File: src/rtl/apu_frame_sequencer.sv
// apu_frame_sequencer: APU frame counter producing quarter/half-frame clocks and the frame IRQ.
// Programmed by $4017 writes; a write restarts the sequence after a short delay.
module apu_frame_sequencer #(
  parameter int STEP1    = 7457,
  parameter int STEP2    = 14913,
  parameter int STEP3    = 22371,
  parameter int STEP4    = 29829,
  parameter int STEP5    = 37281,
  parameter int CNT_W    = 16,
  parameter int WR_DELAY = 3
) (
  input  logic       clk,
  input  logic       rst_n,
  input  logic       wr_en,
  input  logic [7:0] wr_data,
  input  logic       irq_clear,
  output logic       quarter_frame,
  output logic       half_frame,
  output logic       frame_irq
);
  localparam int DW = $clog2(WR_DELAY + 1);
  logic [CNT_W-1:0] r_cnt, w_cnt_nxt;
  logic [DW-1:0]    r_dly, w_dly_nxt;
  logic r_mode, r_inhibit, r_irq, r_qf, r_hf;
  logic w_s1, w_s2, w_s3, w_s4, w_s5, w_end, w_expire, w_qf, w_hf, w_irq_nxt;
  logic w_unused;
  assign w_unused = &{1'b0, wr_data[5:0]};
  always_comb begin
    w_s1 = r_cnt == CNT_W'(STEP1);
    w_s2 = r_cnt == CNT_W'(STEP2);
    w_s3 = r_cnt == CNT_W'(STEP3);
    w_s4 = r_cnt == CNT_W'(STEP4);
    w_s5 = r_cnt == CNT_W'(STEP5);
    // a fresh write restarts the delay, so it overrides an expiry on the same edge
    w_expire  = (r_dly == DW'(1)) && !wr_en;
    w_end     = r_mode ? w_s5 : w_s4;
    w_qf      = w_expire ? r_mode : (w_s1 | w_s2 | w_s3 | w_end);
    w_hf      = w_expire ? r_mode : (w_s2 | w_end);
    w_cnt_nxt = (w_expire || w_end) ? '0 : r_cnt + 1'b1;
    w_dly_nxt = wr_en ? DW'(WR_DELAY) : (r_dly != '0) ? r_dly - DW'(1) : r_dly;
    w_irq_nxt = (wr_en && wr_data[6]) ? 1'b0 :
                (!w_expire && !r_mode && w_s4 && !r_inhibit) ? 1'b1 :
                irq_clear ? 1'b0 : r_irq;
  end
  always_ff @(posedge clk or negedge rst_n) begin
    if (!rst_n) begin
      r_cnt     <= '0;
      r_dly     <= '0;
      r_mode    <= 1'b0;
      r_inhibit <= 1'b0;
      r_irq     <= 1'b0;
      r_qf      <= 1'b0;
      r_hf      <= 1'b0;
    end else begin
      r_cnt     <= w_cnt_nxt;
      r_dly     <= w_dly_nxt;
      r_irq     <= w_irq_nxt;
      r_qf      <= w_qf;
      r_hf      <= w_hf;
      if (wr_en) begin
        r_mode    <= wr_data[7];
        r_inhibit <= wr_data[6];
      end
    end
  end
  assign quarter_frame = r_qf;
  assign half_frame    = r_hf;
  assign frame_irq     = r_irq;
endmodule

File: config.mk
export PLATFORM = sky130hd
export DESIGN_NAME = apu_frame_sequencer
export DESIGN_NICKNAME = d
export VERILOG_FILES = /design/src/rtl/apu_frame_sequencer.sv
export SDC_FILE = /design/constraint.sdc
export NUM_CORES = 1
export LEC_CHECK = 0
export ABC_AREA = 1
export CORE_UTILIZATION = 44
export CTS_CLUSTER_SIZE = 8
export DETAILED_ROUTE_END_ITERATION = 6
export DONT_BUFFER_PORTS = 1
export GPL_ROUTABILITY_DRIVEN = 0
export SYNTH_ARGS = -nofsm -noshare
export SYNTH_HDL_FRONTEND = slang
export SYNTH_SLANG_ARGS = --single-unit
File: constraint.sdc
create_clock -name clk -period 3.37 [get_ports clk]
set_input_delay 0.337 -clock clk [delete_from_list [all_inputs] [get_ports clk]]
set_output_delay 0.337 -clock clk [all_outputs]
set_load 0.01 [all_outputs]
==> impl_metrics.csv <==
group,metric,value,unit
status,status,"finished, final reports clean",
final_layout,layout.cells.non_filler,240,
worst_setup_path,crit_top_cell,"nand2_1",
detailed_routing,wire_per_inst,11.4,um
floorplanning,start_util,46.9,%
floorplanning,rows,20,
timing,period_needed,1.62,ns
worst_setup_path,crit_arrival,1.83,ns
global_routing,grt_pass1_vias,1099,
timing,drv_slew,0,
clocking,htreeDepth,1,
global_routing,antenna_found_initial,0,
worst_setup_path,critPathKind,"reg -> reg",
power,powerDensity,466,nW/um^2
floorplanning,core,3100,um^2
global_routing,grt_overflow,0,
worst_setup_path,crit_required,3.58,ns
worst_setup_path,max_stage_delay,0.47,ns
worst_setup_path,path_cells,"ha_1 -> nand2_1 -> inv_1 -> nand2_1 -> nor2_1 -> nand2_1 -> nand2_2 -> nor2_4 -> inv_4 -> nor2_1",
timing,worstMarginPinSlew,1.01,ns
yosys,synth_area,1460,um^2
clocking,cts_tree,"built",
clocking,cts_setup_buffers,0,
timing,rsz0062_at_grt,"false",
detailed_routing,dr.first_iter.drc_count,51,
final_layout,layout.nets,213,
clocking,cts.sinks,23,
global_routing,grt_pass1_wl,4800,um
floorplanning,die_y,59.5,um
power,vdd_ir_drop_max,0.000354,V
worst_setup_path,worstSetupEndpointType,"flip-flop",
place,io_buffers,0,
yosys,yosys_warnings,0,
global_routing,grt_use_total,18.4,%
place,dp.cells,235,
power,p_leak,0.695,nW
final_layout,final_common_cell,"nand2_1",
detailed_routing,wl,2730,um
yosys,ys_seq_area_share,39.6,%
yosys,yosysUniqueCellTypes,21,
timing,hold_viol,0,
timing,relSlewSlack,32.2,%
detailed_routing,viasPerCell,4.73,
timing,finalSetupViolations,0,
clocking,cts_resized,0,
yosys,synthTopCellsByArea,"dfrtp_1, nand2_1, nor2_1",
worst_setup_path,worstPathMaxFanout,14,
place,dp_hpwl,2110,um
final_layout,n_antenna_cell,0,
power,finalPower,0.712,mW
detailed_routing,vias,1134,
clocking,ctsRootBufferMaster,"clkbuf_4",
yosys,syn_nets,208,
yosys,syn_area_per_cell,7.58,um^2
clocking,cts_buffers,3,
clocking,worstSkewPairLatency,0.32,ns
detailed_routing,dr.pass1.iters,4,
detailed_routing,drc,0,
timing,fin_setup_tns,0,ns
detailed_routing,postRouteAntennaNets,0,
global_routing,grt_max_degree,24,
final_layout,final_layout_size_suffix_gt1_share,14.8,%
yosys,synth_top_area_share,39.6,%
worst_setup_path,slowest_stage,"dfrtp_1",
clocking,clkTransAtPathRegs,0.13,ns
clocking,clockBufferDepth,2,
hold_path,hold_path.class,"in -> reg",
floorplanning,die_x,59.5,um
floorplanning,io_pins,15,
yosys,synthCells,192,
floorplanning,dieArea,3540,um^2
run,drv_cap,0,
timing,finalCritPeriodShare,48.2,%
timing,fin_skew,0.0116,ns
yosys,ys_ff_latch,23,
timing,timing.fmax,0.616,GHz
final_layout,final_cell_mix,"nand2_1, nor2_1, inv_1, dfrtp_1",
clocking,cts_hold_buf,1,
final_layout,synthToLayoutAreaGrowth,4.99,%
worst_setup_path,critPathLaunchType,"flip-flop",
yosys,synth_top_area_cell,"dfrtp_1",
[report_power, final]
part	leakage, nW	switching [mW]	total, mW	internal (mW)
clock network	0.0177	0.0868	0.131	0.0445
logic	0.376	0.123	0.207	0.0834
registers	0.301	0.0543	0.374	0.320
[worst max-delay path, delay by kind of cell (launching register included)]
kind / cells / cell delay, ns
and+or+nand+nor: 7 / 0.54
adders and majority gates: 1 / 0.23
DFF: 1 / 0.47
buffers and inverters: 2 / 0.25
[Yosys cell counts]
cell and count:
inv_2 3, dfrtp_1 23, o21ai_0 4, a21oi_1 4, nor2_1 37, nor2_2 9, inv_4 1, nand2_1 44
nor3_1 3, nor2_4 5, xor2_1 9, nor3_2 4, buf_12 1, nand4_1 6, nand3_1 7, nand2_2 1
nand3_2 2, xnor2_1 1, a21boi_0 1, ha_1 4, inv_1 23
[area by class of cell]
type | instances | area [um^2]
fill | 320 | 1580
multi-input combinational | 141 | 756
sequential | 23 | 576
inverter | 27 | 104
tap | 44 | 55.1
clock buffer | 3 | 22.5
timing repair buffer | 1 | 10.0
clock inverter | 1 | 5.00
[flip-flops by register name, indices dropped and copies added (netlist names)]
| name | flops |
|---|---|
| frame_irq | 1 |
| half_frame | 1 |
| quarter_frame | 1 |
| r_cnt | 16 |
| r_dly | 2 |
| r_inhibit | 1 |
| r_mode | 1 |
[path summary, 6_finish.rpt]
kind | slack, ns | startpoint | endpoint | cells past startpoint
worst max register to register | 1.75 | r_cnt[0]$_DFF_PN0_ | r_cnt[13]$_DFF_PN0_ | 10
min in group asynchronous | 0.62 | rst_n | r_cnt[0]$_DFF_PN0_ | 1
worst max-delay path | 1.75 | r_cnt[0]$_DFF_PN0_ | r_cnt[13]$_DFF_PN0_ | 10
worst min-delay path | 0.1 | wr_en | r_mode$_DFFE_PN0P_ | 1
worst min register to register | 0.51 | r_dly[1]$_DFFE_PN0P_ | r_dly[1]$_DFFE_PN0P_ | 2
max in group asynchronous | 2.14 | rst_n | r_cnt[1]$_DFF_PN0_ | 1
[routing by layer]
metal	GRT usage, %	wire (um)	part of all wire [%]
met5	0	0	0
met4	9.97	61	2.2
met3	1.97	47	1.7
met2	27.9	1230	45
met1	25.4	1390	51
[kinds of logic after synthesis]
logic type                 synth area share (%)
AOI/OAI and AO/OA                          3.27
xor gates and xnor gates                   6.02
adders and majority gates                  3.44
buffers and inverters                      8.51
DFF                                        39.6
and+or+nand+nor                            39.2
[per-stage QoR]
stage / cell area (um^2) / util (%) / setup slack, ns / hold slack [ns]
after detailed placement: 1490 / 48.0 / 1.76 / 0.0420
final: 1530 / 49.2 / 1.75 / 0.0977
after global routing: 1530 / 49.2 / 1.56 / 0.0909
after global placement: 1490 / 48.0 / 1.80 / 0.0420
after CTS: 1530 / 49.2 / 1.72 / 0.0834
after floorplan: 1460 / - / 1.96 / 0.0414
(Power assumes the default switching activity.)
